**src/rtl/ws2812_frame_ctrl.sv**
```systemverilog
// WS2812 frame controller: fetches GRB words from pixel RAM and feeds a free-running
// RZ encoder, gating the LED line so that it is only enabled over whole words.
module ws2812_frame_ctrl #(
  parameter int NUM_LEDS  = 64,
  parameter int ADDR_W    = 6,
  parameter int BIT_CYC   = 63,
  parameter int LATCH_CYC = 15000
) (
  input  logic              clk,
  input  logic              rst_n,
  input  logic              start,
  input  logic [ADDR_W:0]   frame_len,
  output logic              rd_en,
  output logic [ADDR_W-1:0] rd_addr,
  input  logic [23:0]       rd_data,
  output logic [23:0]       rgb,
  input  logic              tx_done,
  output logic              enc_en,
  output logic              busy,
  output logic              frame_done
);

  localparam int CNT_MAX = (LATCH_CYC > BIT_CYC) ? LATCH_CYC : BIT_CYC;
  localparam int CNT_W   = $clog2(CNT_MAX + 1);
  localparam logic [ADDR_W:0]  MAX_LEN    = (ADDR_W+1)'(NUM_LEDS);
  localparam logic [CNT_W-1:0] BIT_LAST   = CNT_W'(BIT_CYC - 1);
  localparam logic [CNT_W-1:0] LATCH_LAST = CNT_W'(LATCH_CYC);

  typedef enum logic [2:0] {
    IDLE, FETCH0, ALIGN, SEND, TAIL, LATCH, DONE
  } state_t;

  state_t            state_q, state_d;
  logic [ADDR_W:0]   len_q, len_d;
  logic [ADDR_W:0]   words_q, words_d;
  logic [CNT_W-1:0]  cnt_q, cnt_d;
  logic              ph_q, ph_d;
  logic              rd_valid_q, rd_valid_d;
  logic [23:0]       nxt_q, nxt_d;
  logic              rd_en_q, rd_en_d;
  logic [ADDR_W-1:0] rd_addr_q, rd_addr_d;
  logic [23:0]       rgb_q, rgb_d;
  logic              enc_en_q, enc_en_d;
  logic              busy_q, busy_d;
  logic              frame_done_q, frame_done_d;

  logic [ADDR_W:0]   len_fit_s;
  logic [ADDR_W:0]   words_inc_s;
  logic [ADDR_W:0]   addr_inc_s;

  // Next-state and next-output logic for the frame sequencer.
  always_comb begin
    state_d      = state_q;
    len_d        = len_q;
    words_d      = words_q;
    cnt_d        = cnt_q;
    ph_d         = ph_q;
    rd_valid_d   = rd_en_q;
    rd_en_d      = 1'b0;
    rd_addr_d    = rd_addr_q;
    rgb_d        = rgb_q;
    enc_en_d     = enc_en_q;
    busy_d       = busy_q;
    frame_done_d = 1'b0;

    len_fit_s   = (frame_len > MAX_LEN) ? MAX_LEN : frame_len;
    words_inc_s = words_q + (ADDR_W+1)'(1);
    addr_inc_s  = {1'b0, rd_addr_q} + (ADDR_W+1)'(1);

    // The first word goes straight to rgb in FETCH0; later reads land in the prefetch slot.
    if (rd_valid_q && (state_q != FETCH0)) begin
      nxt_d = rd_data;
    end else begin
      nxt_d = nxt_q;
    end

    case (state_q)
      IDLE: begin
        if (start && !busy_q) begin
          if (frame_len == '0) begin
            len_d        = '0;
            frame_done_d = 1'b1;
            state_d      = DONE;
          end else begin
            len_d     = len_fit_s;
            words_d   = '0;
            ph_d      = 1'b0;
            busy_d    = 1'b1;
            rd_en_d   = 1'b1;
            rd_addr_d = '0;
            state_d   = FETCH0;
          end
        end else begin
          state_d = IDLE;
        end
      end

      FETCH0: begin
        if (!ph_q) begin
          ph_d = 1'b1;
        end else begin
          ph_d    = 1'b0;
          rgb_d   = rd_data;
          cnt_d   = '0;
          state_d = ALIGN;
          if (len_q > (ADDR_W+1)'(1)) begin
            rd_en_d   = 1'b1;
            rd_addr_d = ADDR_W'(1'b1);
          end else begin
            rd_en_d = 1'b0;
          end
        end
      end

      // cnt_q == 0 means still waiting for a word boundary marker from the encoder.
      ALIGN: begin
        if (cnt_q == '0) begin
          if (tx_done) begin
            cnt_d = CNT_W'(1'b1);
          end else begin
            cnt_d = cnt_q;
          end
        end else if (cnt_q == BIT_LAST) begin
          cnt_d    = '0;
          enc_en_d = 1'b1;
          state_d  = SEND;
        end else begin
          cnt_d = cnt_q + CNT_W'(1'b1);
        end
      end

      SEND: begin
        if (tx_done) begin
          if (words_inc_s < len_q) begin
            rgb_d   = nxt_q;
            words_d = words_inc_s;
            if (addr_inc_s < len_q) begin
              rd_en_d   = 1'b1;
              rd_addr_d = rd_addr_q + ADDR_W'(1'b1);
            end else begin
              rd_en_d = 1'b0;
            end
          end else begin
            cnt_d   = CNT_W'(1'b1);
            state_d = TAIL;
          end
        end else begin
          state_d = SEND;
        end
      end

      // Keep the line enabled while the encoder shifts out bit 0 of the last word.
      TAIL: begin
        if (cnt_q == BIT_LAST) begin
          cnt_d    = '0;
          enc_en_d = 1'b0;
          state_d  = LATCH;
        end else begin
          cnt_d = cnt_q + CNT_W'(1'b1);
        end
      end

      LATCH: begin
        if (cnt_q == LATCH_LAST) begin
          cnt_d        = '0;
          busy_d       = 1'b0;
          frame_done_d = 1'b1;
          state_d      = DONE;
        end else begin
          cnt_d = cnt_q + CNT_W'(1'b1);
        end
      end

      DONE: begin
        busy_d  = 1'b0;
        state_d = IDLE;
      end

      default: begin
        enc_en_d = 1'b0;
        busy_d   = 1'b0;
        cnt_d    = '0;
        state_d  = IDLE;
      end
    endcase
  end

  // State and output registers; reset clears everything and gates the line at once.
  always_ff @(posedge clk or negedge rst_n) begin
    if (!rst_n) begin
      state_q      <= IDLE;
      len_q        <= '0;
      words_q      <= '0;
      cnt_q        <= '0;
      ph_q         <= 1'b0;
      rd_valid_q   <= 1'b0;
      nxt_q        <= '0;
      rd_en_q      <= 1'b0;
      rd_addr_q    <= '0;
      rgb_q        <= '0;
      enc_en_q     <= 1'b0;
      busy_q       <= 1'b0;
      frame_done_q <= 1'b0;
    end else begin
      state_q      <= state_d;
      len_q        <= len_d;
      words_q      <= words_d;
      cnt_q        <= cnt_d;
      ph_q         <= ph_d;
      rd_valid_q   <= rd_valid_d;
      nxt_q        <= nxt_d;
      rd_en_q      <= rd_en_d;
      rd_addr_q    <= rd_addr_d;
      rgb_q        <= rgb_d;
      enc_en_q     <= enc_en_d;
      busy_q       <= busy_d;
      frame_done_q <= frame_done_d;
    end
  end

  assign rd_en      = rd_en_q;
  assign rd_addr    = rd_addr_q;
  assign rgb        = rgb_q;
  assign enc_en     = enc_en_q;
  assign busy       = busy_q;
  assign frame_done = frame_done_q;

endmodule

```
**config.mk**
```make
export PLATFORM = sky130hd
export DESIGN_NAME = ws2812_frame_ctrl
export DESIGN_NICKNAME = d
export VERILOG_FILES = /design/src/rtl/ws2812_frame_ctrl.sv
export SDC_FILE = /design/constraint.sdc
export NUM_CORES = 1
export LEC_CHECK = 0
export CAP_MARGIN = 25
export CORE_UTILIZATION = 40
export CTS_BUF_LIST = sky130_fd_sc_hd__clkbuf_4 sky130_fd_sc_hd__clkbuf_8
export DETAILED_ROUTE_END_ITERATION = 12
export PLACE_DENSITY = 0.63
export SLEW_MARGIN = 40
export SYNTH_ARGS = -nofsm -noshare
export SYNTH_HDL_FRONTEND = slang
export SYNTH_SLANG_ARGS = --single-unit
```
**constraint.sdc**
```tcl
create_clock -name clk -period 6.4 [get_ports clk]
set_clock_uncertainty 0.05 [all_clocks]
set_input_delay 1.28 -clock clk [delete_from_list [all_inputs] [get_ports clk]]
set_output_delay 1.28 -clock clk [all_outputs]
set_load 0.01 [all_outputs]
```
==> metrics.md, run 1 <==
| Metric | Value |
|---|---|
| Die boundary height | 111 um |
| Remaining routing DRC violations | 10 |
| Max cap viols | 0 |
| Smallest setup slack after layout | 2.95 ns |
| Die X | 111 um |
| Data required time of the critical path | 6.66 ns |
| Placeable core region | 11500 um^2 |
| Outcome | finished, violations left |
| CTS tree | yes |
| Cells along the critical path | ha_1 -> nand3_1 -> nor2_1 -> xor2_1 -> ha_1 -> and3_1 -> a221o_1 -> nor3_2 -> or2_2 -> o221a_2 |
| Wire length of the first global-routing pass | 18.9 mm |
| Final antenna diode count | 0 |
| CTS H-tree depth | 3 |
| Most frequent cell on the critical path | ha_1 |
| Detailed Place HPWL | 7.46 mm |
| Setup total negative slack | 0 ns |
| Overall Global Routing Usage | 18.9% |
| Post-DR wirelength/cell | 16.6 um |
| Type of the tightest min-delay check | reg -> reg |
| Post-route ant nets | 0 |
| Final critical path time including I/O delays and setup | 3.45 ns |
| Lkg Pwr | 2.46 nW |
| Crit. End Element | flop |
| Port Buffer Count | 68 |
| Post-synthesis instance total | 454 |
| Synth top area cells | dfrtp_1 (48%), mux2_2 (5.7%), o221a_2 (5.7%), ha_1 (4.5%), o21ai_0 (4.1%) |
| Asr flop ratio synth | 100% |
| Path type of the worst setup path | reg -> reg |
| Final number of max-transition violations | 0 |
| Buffer cell driving the clock tree root | clkbuf_8 |
| Failing checks | design-rule violations |
| Final Setup Violations | 0 |
| Area share of the leading cell type in the synthesized netlist | 47.7% |
| Ratio of total power to cell area | 420 nW/um^2 |
| Highest ir drop seen on vdd | 204 uV |
| Mean Syn Cell Area | 10.5 um^2 |
| Number of global-route vias before repair | 3860 |
| Transition time at the pin with the least slew margin | 0.703 ns |
| Post CTS Setup Buffer Count | 0 |
| Number of standard cells in the layout, taps in and fillers out | 662 |
| Ranking of synthesized cells by instance count | dfrtp_1 (91), o21ai_0 (39), nand2_1 (36), nand2b_1 (30) |
| Flip-flop and latch count after synthesis | 91 |
| Number of warnings reported in the yosys synthesis log | 0 |
| Sink Count | 91 |
| Area added between synthesis and finish | 20.7% |
| Final hold viol count | 0 |
| Clock slew seen by the registers of the worst setup and hold paths | 0.08 ns |
| Count of vias placed by the detailed router | 3743 |
| Largest stage delay on the critical path | 0.57 ns |
| Starting DRT DRC Count | 181 |
| Overall power of the completed layout | 2.42 mW |
| Deepest clock path buffer count | 2 |
| Maximum clock rate | 290 MHz |
| Top cell type by total area after synthesis | dfrtp_1 |
| Vias per Instance | 5.65 |
| Unrepaired setup endpoints after global routing | no |
| Insertion delay to the later sink of the worst-skew pair | 0.37 ns |
| Wirelength, routed | 11.0 mm |
| Full die area | 12400 um^2 |
| Post-synthesis instance area | 4770 um^2 |
| Number of cells after detailed placement | 647 |
| Arrival time reported for the critical path endpoint | 3.71 ns |
| Most common flop cell mapped by yosys | dfrtp_1 |
| Floorplan row count | 39 |
| Maximum number of pins on one net before global-route repair | 60 |
| Slew HR | 52.8% |
| Cell with the most instances after synthesis | dfrtp_1 |
| Minimum hold slack | 0.382 ns |
| Number of placed I/O pins | 69 |
| Cell variety after synth | 54 |
| Layout cells sized above 1 | 16.2% |
| Slowest cell on the critical path | or2_2 |
| Post-Synthesis Net Count | 506 |
| Final layout net count | 567 |
| Sequential area share after synthesis | 47.7% |
| Final critical-path share of the clock period | 53.9% |
| Routability Congestion | 0.812 |
| Number of resized instances in the post-cts repair step | 0 |
| Starting density of the core | 41.4% |
| Number of buffers created by CTS | 9 |
| Startpoint type of the worst setup path | flop |
| Max Fanout on Critical Path | 24 |
| Pre-CTS worst setup slack | 2.87 ns |
| Number of enable flip-flop cells after synthesis | 0 |
| Initial DRT Pass Iterations | 8 |
| Number of hold-repair buffers added at the cts stage | 0 |
| Antenna violations before repair | 0 |
| Global-route congestion overflow total | 0 |
## through the flow
stage / cell area [um^2] / utilization (%)
floorplan: 4770 / -
global placement: 5580 / 48.4
detailed placement: 5590 / 48.5
CTS: 5760 / 50.0
global route: 5760 / 50.0
finish: 5760 / 50.0
## path summary, 6_finish.rpt
check / startpoint / endpoint / slack (ns) / depth (start not counted)
setup reg to reg: words_q[0]$_DFFE_PN0P_ / rgb[15]$_DFFE_PN0P_ / 2.95 / 10
hold / removal: rd_en$_DFF_PN0_ / rd_valid_q$_DFF_PN0_ / 0.38 / 0
max in group asynchronous: rst_n / rgb[4]$_DFFE_PN0P_ / 4.61 / 2
hold reg to reg: rd_en$_DFF_PN0_ / rd_valid_q$_DFF_PN0_ / 0.38 / 0
setup / recovery: words_q[0]$_DFFE_PN0P_ / rgb[15]$_DFFE_PN0P_ / 2.95 / 10
min in group asynchronous: rst_n / cnt_q[6]$_DFFE_PN0P_ / 0.80 / 1
## worst max-delay path: cells and delay by family (launching register included)
family                   cells  cell delay (ns)
AND/OR/NAND/NOR              5             1.56
adder cells (fa/ha/maj)      2             0.48
AO/OA/AOI/OAI                2             0.67
XOR/XNOR                     1             0.20
flip-flops                   1             0.43
## registers in the layout (all words and copies together) (netlist names)
register	cells
busy	1
cnt_q	14
enc_en	1
frame_done	1
len_q	7
nxt_q	24
ph_q	1
rd_addr	6
rd_en	1
rd_valid_q	1
rgb	24
state_q	3
words_q	7
## where the power goes
part	leakage [nW]	internal, mW	switching (mW)
sequential	1.12	0.796	0.184
clock	0.0928	0.157	0.198
combinational	1.26	0.563	0.519
## layout make-up
cell class                 instances  area, um^2
clock buffer                      12         153
multi-input combinational        327        2370
sequential                        91        2280
clock inverter                     3        15.0
fill                            1064        5760
tap                              143         179
timing repair buffer              73         719
inverter                          13        48.8
## cell usage in the layout, fill, tap and decap left out, drive strengths merged, types with 5 or more instances in the layout
master and instances:
nand2 36, dfrtp 91, o221a 24, a21oi 9, nor2 19, clkdlybuf4s50 67, nand3b 6, o22ai 5
nand3 17, inv 13, nor2b 8, xor2 5, nor3 7, o21ai 39, a21o 6, clkbuf 12
and3 7, buf 6, nand2b 30, ha 17, mux2 29, nor4 7, o211ai 8
## per-layer routing
metal	wire length [um]	part of all wire, %	GRT usage (%)
met1	4940	45	24.2
met2	5470	50	32.0
met3	466	4.2	5.03
met4	97	0.88	4.41
met5	0	0	0
## logic make-up after synthesis
group | after synthesis | share of synthesized area (%)
buf+inv | 36 | 2.96
simple gates | 158 | 18.4
fa+ha+maj | 17 | 4.46
flops | 91 | 47.7
xor+xnor | 9 | 1.65
mux | 29 | 7.23
compound gates | 114 | 17.6
(Power assumes the default switching activity.)
==> run 2, diff against run 1 <==
--- a/config.mk
+++ b/config.mk
@@ -9,7 +9,7 @@
 export CORE_UTILIZATION = 40
 export CTS_BUF_LIST = sky130_fd_sc_hd__clkbuf_4 sky130_fd_sc_hd__clkbuf_8
 export DETAILED_ROUTE_END_ITERATION = 12
-export PLACE_DENSITY = 0.63
+export PLACE_DENSITY = 0.65
 export SLEW_MARGIN = 40
 export SYNTH_ARGS = -nofsm -noshare
 export SYNTH_HDL_FRONTEND = slang
==> constraint.sdc (replaced) <==
create_clock -name clk -period 3.1 [get_ports clk]
set_clock_uncertainty 0.05 [all_clocks]
set_input_delay 0.62 -clock clk [delete_from_list [all_inputs] [get_ports clk]]
set_output_delay 0.62 -clock clk [all_outputs]
set_load 0.01 [all_outputs]
==> run 2 against run 1 <==
The run still ends with design-rule violations left. Sequential share of layout area is 0.95 points lower. Critical path depth unchanged. Register-to-register slack lost 2.8 ns. Setup slack got worse by 2.8 ns. Routed wire length increased by 2.2%. Combinational power up 120%. Critical path type unchanged. Largest power group unchanged.
==> metrics.md, run 2 (synthesized netlist as in run 1, its figures left out) <==
| Metric | Value |
|---|---|
| Data required time of the critical path | 3.32 ns (-3.34 ns) |
| Unrepaired setup endpoints after global routing | no |
| Cell family with the largest share of critical-path delay | simple AND/OR/NAND/NOR gates |
| Failing checks | design-rule violations |
| Most common cell after layout, fill and taps aside | dfrtp_1 |
| Deepest clock path buffer count | 2 (unchanged) |
| Met1 track demand over resource | 25.6% (+1.5 points) |
| Cells along the critical path | ha_2 -> nand3_2 -> nor2_2 -> xor2_1 -> ha_1 -> and3_4 -> a221o_1 -> or3_4 -> o31a_4 -> mux2_4 |
| Total of fill cells in the finished design | 1047 (-1.6%) |
| Remaining routing DRC violations | 8 (-2) |
| Final layout net count | 579 (+2.1%) |
| Largest stage delay on the critical path | 0.39 ns (-0.18 ns) |
| Routability Congestion | 0.807 (-0.62%) |
| Post-route ant nets | 0 (unchanged) |
| Lkg Pwr | 2.53 nW (+2.9%) |
| Full die area | 12400 um^2 (unchanged) |
| Ratio of total power to cell area | 880 nW/um^2 (+110%) |
| Post-DR wirelength/cell | 16.6 um (+0.40%) |
| Die X | 111 um (unchanged) |
| Wire length of the first global-routing pass | 19.2 mm (+1.7%) |
| Clock slew seen by the registers of the worst setup and hold paths | 0.09 ns (about the same) |
| Buffer cell driving the clock tree root | clkbuf_8 |
| Placeable core region | 11500 um^2 (unchanged) |
| Path type of the worst setup path | reg -> reg |
| Vias per Instance | 5.58 (-1.3%) |
| Minimum hold slack | 0.169 ns (-0.213 ns) |
| Number of placed I/O pins | 69 (unchanged) |
| Sink Count | 91 (unchanged) |
| Utilization after layout | 51.2% (+1.2 points) |
| Max Fanout on Critical Path | 6 (-75%) |
| Layout cells sized above 1 | 18.6% (+2.5 points) |
| Number of buffers created by CTS | 9 (unchanged) |
| Antenna violations before repair | 0 (unchanged) |
| Max cap viols | 0 (unchanged) |
| Slowest cell on the critical path | o31a_4 |
| Wirelength, routed | 11.2 mm (+2.2%) |
| Arrival time reported for the critical path endpoint | 3.19 ns (-0.52 ns) |
| Highest ir drop seen on vdd | 416 uV (+100%) |
| CTS tree | yes |
| Met2 global-route usage | 31.9% (-0.13 points) |
| Count of vias placed by the detailed router | 3760 (+0.45%) |
| Maximum clock rate | 337 MHz (+16%) |
| Floorplan row count | 39 (unchanged) |
| Crit. End Element | flop |
| Commonest cells after routing, fill and taps aside | dfrtp_1 (91), clkdlybuf4s50_1 (67), o21ai_0 (39) |
| Startpoint type of the worst setup path | flop |
| Number of cells after detailed placement | 659 (+1.9%) |
| Global-route congestion overflow total | 0 (unchanged) |
| Die boundary height | 111 um (unchanged) |
| Insertion delay to the later sink of the worst-skew pair | 0.38 ns (about the same) |
| Number of cells on the critical path | 10 (unchanged) |
| Final critical-path share of the clock period | 95.6% (+42 points) |
| Area of the multi-input gates | 2370 um^2 (+0.32%) |
| Final Setup Violations | 0 (unchanged) |
| Maximum number of pins on one net before global-route repair | 55 (-8.3%) |
| CTS H-tree depth | 3 (unchanged) |
| Slew HR | 52.5% (-0.31 points) |
| Smallest setup slack after layout | 0.136 ns (-2.81 ns) |
| Final number of max-transition violations | 0 (unchanged) |
| Number of standard cells in the layout, taps in and fillers out | 674 (+1.8%) |
| Final hold viol count | 0 (unchanged) |
| Count of buffering cells on the critical path with inverters included | 0 (unchanged) |
| Number of global-route vias before repair | 3799 (-1.6%) |
| Cell depth of the worst flop-to-flop path | 10 (unchanged) |
| Setup total negative slack | 0 ns (unchanged) |
| Overall Global Routing Usage | 19.4% (+0.49 points) |
| Final critical path time including I/O delays and setup | 2.96 ns (-0.486 ns) |
| Met3 track utilization from global routing | 4.10% (-0.93 points) |
| Initial DRT Pass Iterations | 8 (unchanged) |
| Port Buffer Count | 68 (unchanged) |
| Outcome | finished, violations left |
| Detailed Place HPWL | 7.74 mm (+3.7%) |
| Final antenna diode count | 0 (unchanged) |
| Starting DRT DRC Count | 183 (+1.1%) |
| Busiest layer in global routing | met2 |
| Type of the tightest min-delay check | in -> async |
| Area added between synthesis and finish | 23.6% |
| Pre-CTS worst setup slack | 0.0631 ns (-2.81 ns) |
| Transition time at the pin with the least slew margin | 0.713 ns (+0.00988 ns) |
| FF/Latch Area | 2280 um^2 (unchanged) |
| Starting density of the core | 41.4% (unchanged) |
[run 2: changes by cell type in the layout (fill, tap and decap cells not counted), sizes merged]
cell / change
buf: +12
clkinv: -1
clkinvlp: +2
clkbuf: -2
bufinv: +1
[run 2: worst paths after layout]
kind                                        start                     end  slack, ns
min in group clk                  rd_en$_DFF_PN0_    rd_valid_q$_DFF_PN0_       0.34
min reg2reg                       rd_en$_DFF_PN0_    rd_valid_q$_DFF_PN0_       0.34
max in group asynchronous                   rst_n  words_q[5]$_DFFE_PN0P_       2.15
min                                         rst_n    cnt_q[2]$_DFFE_PN0P_       0.17
max reg2reg                words_q[1]$_DFFE_PN0P_  rd_addr[0]$_DFFE_PN0P_       0.14
max                        words_q[1]$_DFFE_PN0P_  rd_addr[0]$_DFFE_PN0P_       0.14
[run 2: area by class of cell]
| type | count | area share (%) |
|---|---|---|
| inverter | 13 | 0.827 |
| clock buffer | 10 | 2.23 |
| clock inverter | 5 | 0.933 |
| timing repair buffer | 85 | 14.1 |
| tap | 143 | 3.03 |
| multi-input combinational | 327 | 40.2 |
| sequential | 91 | 38.6 |
[run 2: routing by layer]
metal,routed length (um),vias to the layer above
li1,-,1813
met1,5270,1886
met2,5490,51
met3,334,10
met4,128,0
met5,0,-
[run 2: through the flow]
| stage | instance area, um^2 | total power, mW |
|---|---|---|
| 4_1_cts | 5880 | 5.21 |
| 3_3_place_gp | 5690 | 4.31 |
| 2_1_floorplan | 4770 | 3.43 |
| 6_report | 5900 | 5.19 |
| 3_5_place_dp | 5690 | 4.40 |
| 5_1_grt | 5900 | 5.55 |
[run 2: timing repair]
| action | 4_1_cts | 5_1_grt |
|---|---|---|
| resized for setup | 0 | 6 |
| endpoints found under the hold margin | 0 | 0 |
| setup endpoints to repair | 0 | 35 |
| hold buffers | 0 | 0 |
| setup buffers | 0 | 0 |
[run 2: power breakdown]
part,internal [mW],switching (mW)
clock,0.374,0.428
combinational,1.27,1.13
sequential,1.64,0.342
total,3.29,1.90
